## src/rtl/idli_ser_alu_m.sv

```systemverilog
// idli_ser_alu_m: serial slice-wise ALU with inter-slice carry and word-level flags
package idli_ser_alu_pkg;
  typedef enum logic [1:0] {ALU_ADD, ALU_AND, ALU_OR, ALU_XOR} alu_op_t;
endpackage

module idli_ser_alu_m
  import idli_ser_alu_pkg::*;
#(
  parameter int SLICE_W = 4,
  parameter int WORD_W = 16
) (
  input  logic               i_alu_gck,
  input  logic               i_alu_rst,
  input  logic               i_alu_vld,
  input  logic               i_alu_first,
  input  alu_op_t            i_alu_op,
  input  logic               i_alu_rhs_inv,
  input  logic               i_alu_cin,
  input  logic [SLICE_W-1:0] i_alu_lhs,
  input  logic [SLICE_W-1:0] i_alu_rhs,
  output logic               o_alu_vld,
  output logic               o_alu_last,
  output logic [SLICE_W-1:0] o_alu_data,
  output logic [3:0]         o_alu_flags,
  output logic               o_alu_busy
);
  localparam int NSLICE = WORD_W / SLICE_W;
  localparam int CW = NSLICE > 1 ? $clog2(NSLICE) : 1;
  typedef enum logic {IDLE, RUN} state_t;

  if (SLICE_W < 1 || WORD_W % SLICE_W != 0 || NSLICE < 1) begin : g_bad_params
    $error("idli_ser_alu_m: WORD_W must be a positive multiple of SLICE_W");
  end

  state_t             state_q, state_d;
  logic [CW-1:0]      cnt_q, cnt_d;
  logic               cy_q, cy_d, z_q, z_d, inv_q, inv_d;
  alu_op_t            op_q, op_d;
  logic               vld_q, vld_d, last_q, last_d;
  logic [SLICE_W-1:0] data_q, data_d;
  logic [3:0]         flags_q, flags_d;
  logic               first, acc, last, is_add, cin, inv, co, v, zacc;
  alu_op_t            op;
  logic [SLICE_W-1:0] rhs, res;
  logic [SLICE_W:0]   sum;

  // slice datapath, sequencing and next-state; op/inv/cin come straight from the inputs on the first slice
  always_comb begin
    first   = state_q == IDLE;
    acc     = i_alu_vld & (i_alu_first | ~first);
    op      = first ? i_alu_op : op_q;
    inv     = first ? i_alu_rhs_inv : inv_q;
    cin     = first ? i_alu_cin : cy_q;
    rhs     = inv ? ~i_alu_rhs : i_alu_rhs;
    sum     = {1'b0, i_alu_lhs} + {1'b0, rhs} + {{SLICE_W{1'b0}}, cin};
    is_add  = op == ALU_ADD;
    res     = is_add ? sum[SLICE_W-1:0] :
              op == ALU_AND ? i_alu_lhs & rhs :
              op == ALU_OR  ? i_alu_lhs | rhs : i_alu_lhs ^ rhs;
    co      = is_add & sum[SLICE_W];
    v       = is_add & (sum[SLICE_W] ^ sum[SLICE_W-1] ^ i_alu_lhs[SLICE_W-1] ^ rhs[SLICE_W-1]);
    last    = first ? NSLICE == 1 : cnt_q == CW'(NSLICE - 1);
    zacc    = (first | z_q) & ~|res;
    state_d = acc ? (last ? IDLE : RUN) : state_q;
    cnt_d   = acc ? (last ? '0 : cnt_q + 1'b1) : cnt_q;
    cy_d    = acc ? co : cy_q;
    z_d     = acc ? zacc : z_q;
    op_d    = acc ? op : op_q;
    inv_d   = acc ? inv : inv_q;
    vld_d   = acc;
    last_d  = acc & last;
    data_d  = acc ? res : '0;
    flags_d = acc & last ? {zacc, res[SLICE_W-1], co, v} : flags_q;
  end

  // state and registered outputs; reset aborts any operation in flight
  always_ff @(posedge i_alu_gck) begin
    if (i_alu_rst) begin
      state_q <= IDLE;
      cnt_q   <= '0;
      cy_q    <= 1'b0;
      z_q     <= 1'b1;
      op_q    <= ALU_ADD;
      inv_q   <= 1'b0;
      vld_q   <= 1'b0;
      last_q  <= 1'b0;
      data_q  <= '0;
      flags_q <= '0;
    end else begin
      state_q <= state_d;
      cnt_q   <= cnt_d;
      cy_q    <= cy_d;
      z_q     <= z_d;
      op_q    <= op_d;
      inv_q   <= inv_d;
      vld_q   <= vld_d;
      last_q  <= last_d;
      data_q  <= data_d;
      flags_q <= flags_d;
    end
  end

  // flag handshake misuse: first mid-operation, or a continuation slice while idle
  always_ff @(posedge i_alu_gck) begin
    if (!i_alu_rst && i_alu_vld) begin
      assert (first || !i_alu_first) else $error("idli_ser_alu_m: first slice while busy");
      assert (!first || i_alu_first) else $error("idli_ser_alu_m: slice dropped while idle");
    end
  end

  assign o_alu_vld   = vld_q;
  assign o_alu_last  = last_q;
  assign o_alu_data  = data_q;
  assign o_alu_flags = flags_q;
  assign o_alu_busy  = state_q == RUN;
endmodule

```

## config.mk

```make
export PLATFORM = sky130hd
export DESIGN_NAME = idli_ser_alu_m
export DESIGN_NICKNAME = d
export VERILOG_FILES = /design/src/rtl/idli_ser_alu_m.sv
export SDC_FILE = /design/constraint.sdc
export NUM_CORES = 1
export LEC_CHECK = 0
export BUFFER_PORTS_ARGS = -buffer_cell sky130_fd_sc_hd__buf_4
export CAP_MARGIN = 25
export CORE_MARGIN = 2
export CORE_UTILIZATION = 28
export DETAILED_ROUTE_END_ITERATION = 10
export GPL_TIMING_DRIVEN = 0
export PLACE_DENSITY = 0.45
export SLEW_MARGIN = 15
export SYNTH_ARGS = -nofsm -noshare
export SYNTH_HDL_FRONTEND = slang
export SYNTH_SLANG_ARGS = --single-unit
```

## constraint.sdc

```tcl
create_clock -name i_alu_gck -period 2.7 [get_ports i_alu_gck]
set_input_delay 0.54 -clock i_alu_gck [delete_from_list [all_inputs] [get_ports i_alu_gck]]
set_output_delay 0.54 -clock i_alu_gck [all_outputs]
set_load 0.01 [all_outputs]
```

==> impl_metrics.json, run 1 <==
{
  "area_delta_synth_final_pct": 32.6,
  "leakage_uw": 0.000753,
  "fmax_mhz": 373,
  "min_path_cells": 2,
  "n_antenna_cell": 0,
  "synth_common_cells": "dfxtp_1 (18), inv_1 (14), nor2_1 (13)",
  "start_util_pct": 29.3,
  "placed_area_sq_mm": 0.00153,
  "cp_slowest_cell": "fa_1",
  "pin_count": 27,
  "cpMostUsedCell": "inv_2",
  "dr.pass1.iters": 4,
  "clock_sinks": 18,
  "die_w_um": 71.4,
  "grt_max_degree": 11,
  "path_cells": "buf_6, mux2i_4, xnor2_2, inv_2, fa_2, inv_2, fa_1, nand3b_1, a221oi_2, o21ai_2, o31ai_1",
  "synth-edff-count": 0,
  "max_stage_delay_ns": 0.40,
  "wl_per_cell_um": 13.3,
  "relSlewSlack_pct": 60.5,
  "ant_nets": 0,
  "async_flop_share_pct": 0,
  "setup-violations-final": 0,
  "hold_violations": 0,
  "worstRegToRegCells": 11,
  "crit_type": "flop to flop",
  "worstPathMaxFanout": 4,
  "clk_latency_ns": 0.25,
  "rsz0062_at_grt": "yes",
  "port_buffers": 25,
  "setup.worst_path.end": "z_q",
  "grt_pass1_wl_um": 5040,
  "grt-ovfl-total": 0,
  "min_period_ns": 2.68,
  "hold_path_class": "flop to flop",
  "hpwl_um": 2310,
  "report.final.slew_viol_count": 0,
  "pre_cts_ws_ns": -0.396,
  "die_y_um": 71.4,
  "hold_start": "cnt_q[1]",
  "synth.top_cells.by_area": "dfxtp_1 (28%), ha_1 (8.8%), mux2i_1 (6.3%)",
  "grtUsageTotal_pct": 12.6,
  "drive_above_1_share_pct": 33.7,
  "power.density_mw_per_mm2": 490,
  "cts.reportedPaths.clkPinSlew_ns": 0.07,
  "synth_seq_cells": 18,
  "synth.most_common_cell": "dfxtp_1",
  "status": "complete, no violations",
  "dr_total_vias": 1111,
  "wl_um": 3010,
  "syn_area_per_cell_sq_um": 9.16,
  "cts_buffer_depth": 2,
  "finalCritPeriodShare_pct": 99.4,
  "cp_data_required_time_ns": 2.87,
  "final_area_sq_mm": 0.00169,
  "die_area_sq_mm": 0.00510,
  "maxCapViolations": 0,
  "rrSetupSlack_ns": 0.02,
  "vias_per_cell": 4.89,
  "cp-start-kind": "flop",
  "r2r-end": "z_q",
  "cp-end-kind": "flop",
  "ys_seq_area_share_pct": 28.3,
  "final.setup.worst_slack_ns": 0.0172,
  "synth_cell_types": 40,
  "syn_nets": 166,
  "antenna_found_initial": 0,
  "syn_area_sq_mm": 0.00127,
  "vdd_ir_drop_max_mv": 0.210,
  "power.total_uw": 828,
  "htree_levels": 1,
  "fin_nets": 203,
  "synthFlopType": "dfxtp_1",
  "core_area_sq_mm": 0.00435,
  "tightest_slew_ns": 0.589,
  "drc_errors": 0,
  "place_congestion": 0.763,
  "cts_tree": "done",
  "synth_top_area_share_pct": 28.3,
  "dr.first_iter.drc_count": 62,
  "cts-root-buf": "clkbuf_8",
  "synthCells": 139,
  "row_count": 24,
  "setup.worst_path.start": "o_alu_busy",
  "cp.arrival_ns": 2.85,
  "ys_warn_count": 0,
  "clock_skew_ns": 0.00427,
  "synth_top_area_cell": "dfxtp_1",
  "grt_pass1_vias": 1119,
  "numCtsBuffers": 3,
  "reg2reg_from": "o_alu_busy"
}
[sequential cells by signal, summed over array words and instances (netlist names)]
name,flops
cnt_q,2
op_q,2
inv_q,1
z_q,1
o_alu_vld,1
o_alu_data,4
o_alu_flags,4
o_alu_busy,1
cy_q,1
o_alu_last,1
[kinds of logic (layout without fill, tap and decap cells)]
kind of cell,Yosys count,count (layout),synth area share [%]
buffers and inverters,19,55,6.38
DFF,18,18,28.3
xor gates and xnor gates,8,8,6.68
AOI/OAI and AO/OA,34,34,21.5
adders and majority gates,11,11,12.0
muxes,10,10,9.82
and+or+nand+nor,39,39,15.3
[per-layer routing]
metal	vias to the layer above	global-route usage [%]	wire, um
met4	0	5.03	56
met5	-	0	0
met3	6	2.67	92
li1	560	-	-
met1	526	15.9	1370
met2	19	20.9	1490
[cells in the final DEF (no fill, tap or decap), drive strengths merged, types with 3 or more instances in the layout]
| cell | count |
|---|---|
| buf | 35 |
| ha | 9 |
| clkbuf | 6 |
| dfxtp | 18 |
| inv | 14 |
| nand3 | 4 |
| a21oi | 9 |
| xnor2 | 7 |
| nand3b | 6 |
| nand2 | 8 |
| o21ai | 3 |
| nor2 | 13 |
| a211oi | 6 |
| mux2i | 10 |
[report_power, final]
| group | internal, uW | total [uW] | switching (uW) |
|---|---|---|---|
| logic | 156 | 317 | 161 |
| registers | 278 | 288 | 9.65 |
| clock network | 130 | 223 | 93.1 |
| total | 564 | 828 | 264 |
[worst min path at each step]
stage	end	slack (ns)
finish	cnt_q[1]	0.46
global placement	cnt_q[1]	0.45
CTS	cnt_q[1]	0.47
detailed placement	cnt_q[1]	0.46
floorplan	cnt_q[1]	0.44
global route	cnt_q[1]	0.49
[worst max-delay path: cells and delay by family (launching register included)]
family	cells	cell delay (ns)
xor gates and xnor gates	1	0.15
and+or+nand+nor	1	0.21
adders and majority gates	2	0.76
buffers and inverters	3	0.26
DFF	1	0.34
muxes	1	0.27
AOI/OAI and AO/OA	3	0.60
[timing repair]
action | in CTS | in global routing
hold buffers | 0 | 0
cloned | 0 | 0
setup buffers | 5 | 3
resized for setup | 8 | 2
pin swaps | 3 | 3
setup endpoints to repair | 5 | 5
[area by class of cell]
type | instances | area [sq um]
fillers | 441 | 2670
multi-input cells | 102 | 880
flip-flops and latches | 18 | 362
repair buffers | 33 | 248
well taps | 52 | 65.1
clock buffers | 4 | 55.1
inverters | 14 | 52.6
plain buffers | 4 | 27.5
[through the flow]
step / cells / TNS (ns) / utilization [%] / hold WS, ns
after CTS: 224 / 0 / 37.9 / 0.468
after global placement: 216 / -1.12 / 35.2 / 0.446
after floorplan: 139 / 0 / - / 0.436
after detailed placement: 216 / -1.38 / 35.2 / 0.457
final: 227 / 0 / 38.8 / 0.462
after global routing: 227 / -0.340 / 38.8 / 0.489
(Power assumes the default switching activity.)
==> run 2, diff against run 1 <==
Settings changed: CAP_MARGIN 25 to 30, CELL_PAD_IN_SITES_DETAIL_PLACEMENT set to 0, CELL_PAD_IN_SITES_GLOBAL_PLACEMENT set to 1, PLACE_DENSITY 0.45 to 0.57, REMOVE_ABC_BUFFERS set to 1.
==> impl_metrics.json, run 2 (same netlist as run 1, synthesis figures left out) <==
{
  "dr.first_iter.drc_count": 29,
  "grt_max_degree": 17,
  "wl_per_cell_um": 12.7,
  "cts.reportedPaths.clkPinSlew_ns": 0.07,
  "pin_count": 27,
  "cts_buffer_depth": 2,
  "hold_path_class": "flop to flop",
  "wl_um": 2790,
  "antenna_found_initial": 0,
  "die_y_um": 71.4,
  "finalCritPeriodShare_pct": 96.2,
  "grtUsageTotal_pct": 11.4,
  "dr_total_vias": 1051,
  "placed_area_sq_mm": 0.00151,
  "cp.arrival_ns": 2.76,
  "hold_violations": 0,
  "clk_latency_ns": 0.25,
  "rsz0062_at_grt": "yes",
  "cp_slowest_cell": "fa_1",
  "ant_nets": 0,
  "n_fill_cell": 438,
  "dr.pass1.iters": 4,
  "clock_sinks": 18,
  "cts-root-buf": "clkbuf_8",
  "mostFrequentLayoutCells": "buf_4 (29), dfxtp_1 (17), inv_1 (13), nor2_1 (13), a21oi_1 (9)",
  "power.density_mw_per_mm2": 486,
  "vdd_ir_drop_max_mv": 0.182,
  "max_stage_delay_ns": 0.43,
  "crit_type": "flop to flop",
  "final_area_sq_mm": 0.00161,
  "die_w_um": 71.4,
  "drive_above_1_share_pct": 29.9,
  "fin_nets": 195,
  "port_buffers": 26,
  "relSlewSlack_pct": 56.5,
  "row_count": 24,
  "final_core_utilization_pct": 37.1,
  "grt_pass1_vias": 990,
  "htree_levels": 1,
  "grt_pass1_wl_um": 4530,
  "cts_hold_buf": 0,
  "tightest_slew_ns": 0.648,
  "start_util_pct": 29.3,
  "cp-start-kind": "flop",
  "clock_skew_ns": 0.00479,
  "cp_data_required_time_ns": 2.86,
  "fmax_mhz": 385,
  "cp-end-kind": "flop",
  "min_period_ns": 2.60,
  "leakage_uw": 0.000718,
  "maxCapViolations": 0,
  "core_area_sq_mm": 0.00435,
  "status": "complete, no violations",
  "worstPathMaxFanout": 2,
  "drc_errors": 0,
  "path_cells": "mux2i_4, xnor2_2, inv_2, fa_2, inv_1, fa_1, nand3b_1, a221oi_2, o21ai_2, o31ai_1",
  "place_congestion": 0.740,
  "numCtsBuffers": 3,
  "cts_tree": "done",
  "area_delta_synth_final_pct": 26.7,
  "hpwl_um": 2200,
  "n_antenna_cell": 0,
  "layout_commonest_cell": "buf_4",
  "fin_tns_setup_ns": 0,
  "report.final.slew_viol_count": 0,
  "vias_per_cell": 4.80,
  "multi_input_area_sq_um": 860,
  "setup-violations-final": 0,
  "grt-ovfl-total": 0,
  "seqCellArea_sq_um": 364,
  "die_area_sq_mm": 0.00510
}
[run 2: layout make-up]
type	count	area share (%)
well taps	52	4.03
repair buffers	29	13.5
flip-flops and latches	18	22.6
multi-input cells	102	53.3
inverters	14	3.26
clock buffers	4	3.41
[run 2: power by group]
group          internal [uW]  switching (uW)
Sequential               278            10.7
Clock                    129            84.9
Combinational            135             146
[run 2: critical path, delay by kind of cell, from the launching register on]
kind | cells | cell delay [ns]
muxes | 1 | 0.28
AOI/OAI and AO/OA | 3 | 0.60
buffers and inverters | 2 | 0.14
and+or+nand+nor | 1 | 0.19
adders and majority gates | 2 | 0.78
DFF | 1 | 0.36
xor gates and xnor gates | 1 | 0.16
[run 2: path summary, 6_finish.rpt]
path                    from        to  slack [ns]  cells past startpoint
setup reg to reg  o_alu_busy       z_q        0.10                     10
hold reg to reg     cnt_q[1]  cnt_q[1]        0.47                      2
setup / recovery  o_alu_busy       z_q        0.10                     10
hold / removal      cnt_q[1]  cnt_q[1]        0.47                      2
[run 2: stage by stage]
step           instances  total power (uW)  setup slack [ns]  hold slack (ns)
2_1_floorplan        134               485            -0.374            0.430
3_3_place_gp         212               560            -0.717            0.443
3_5_place_dp         212               563            -0.757            0.469
4_1_cts              219               789            0.0150            0.479
5_1_grt              219               838           -0.0315            0.501
6_report             219               785             0.102            0.472
[run 2: routing by layer]
layer	vias to the layer above	track usage, %	share of wire [%]
li1	548	-	-
met1	473	14.6	47
met2	26	18.8	46
met3	4	2.39	5.5
met4	0	4.40	1.6
met5	-	0	0
[run 2: what timing repair did]
item	4_1_cts	5_1_grt
buffers inserted	3	0
resized for setup	3	6
pin swaps	1	3
setup endpoints to repair	9	3
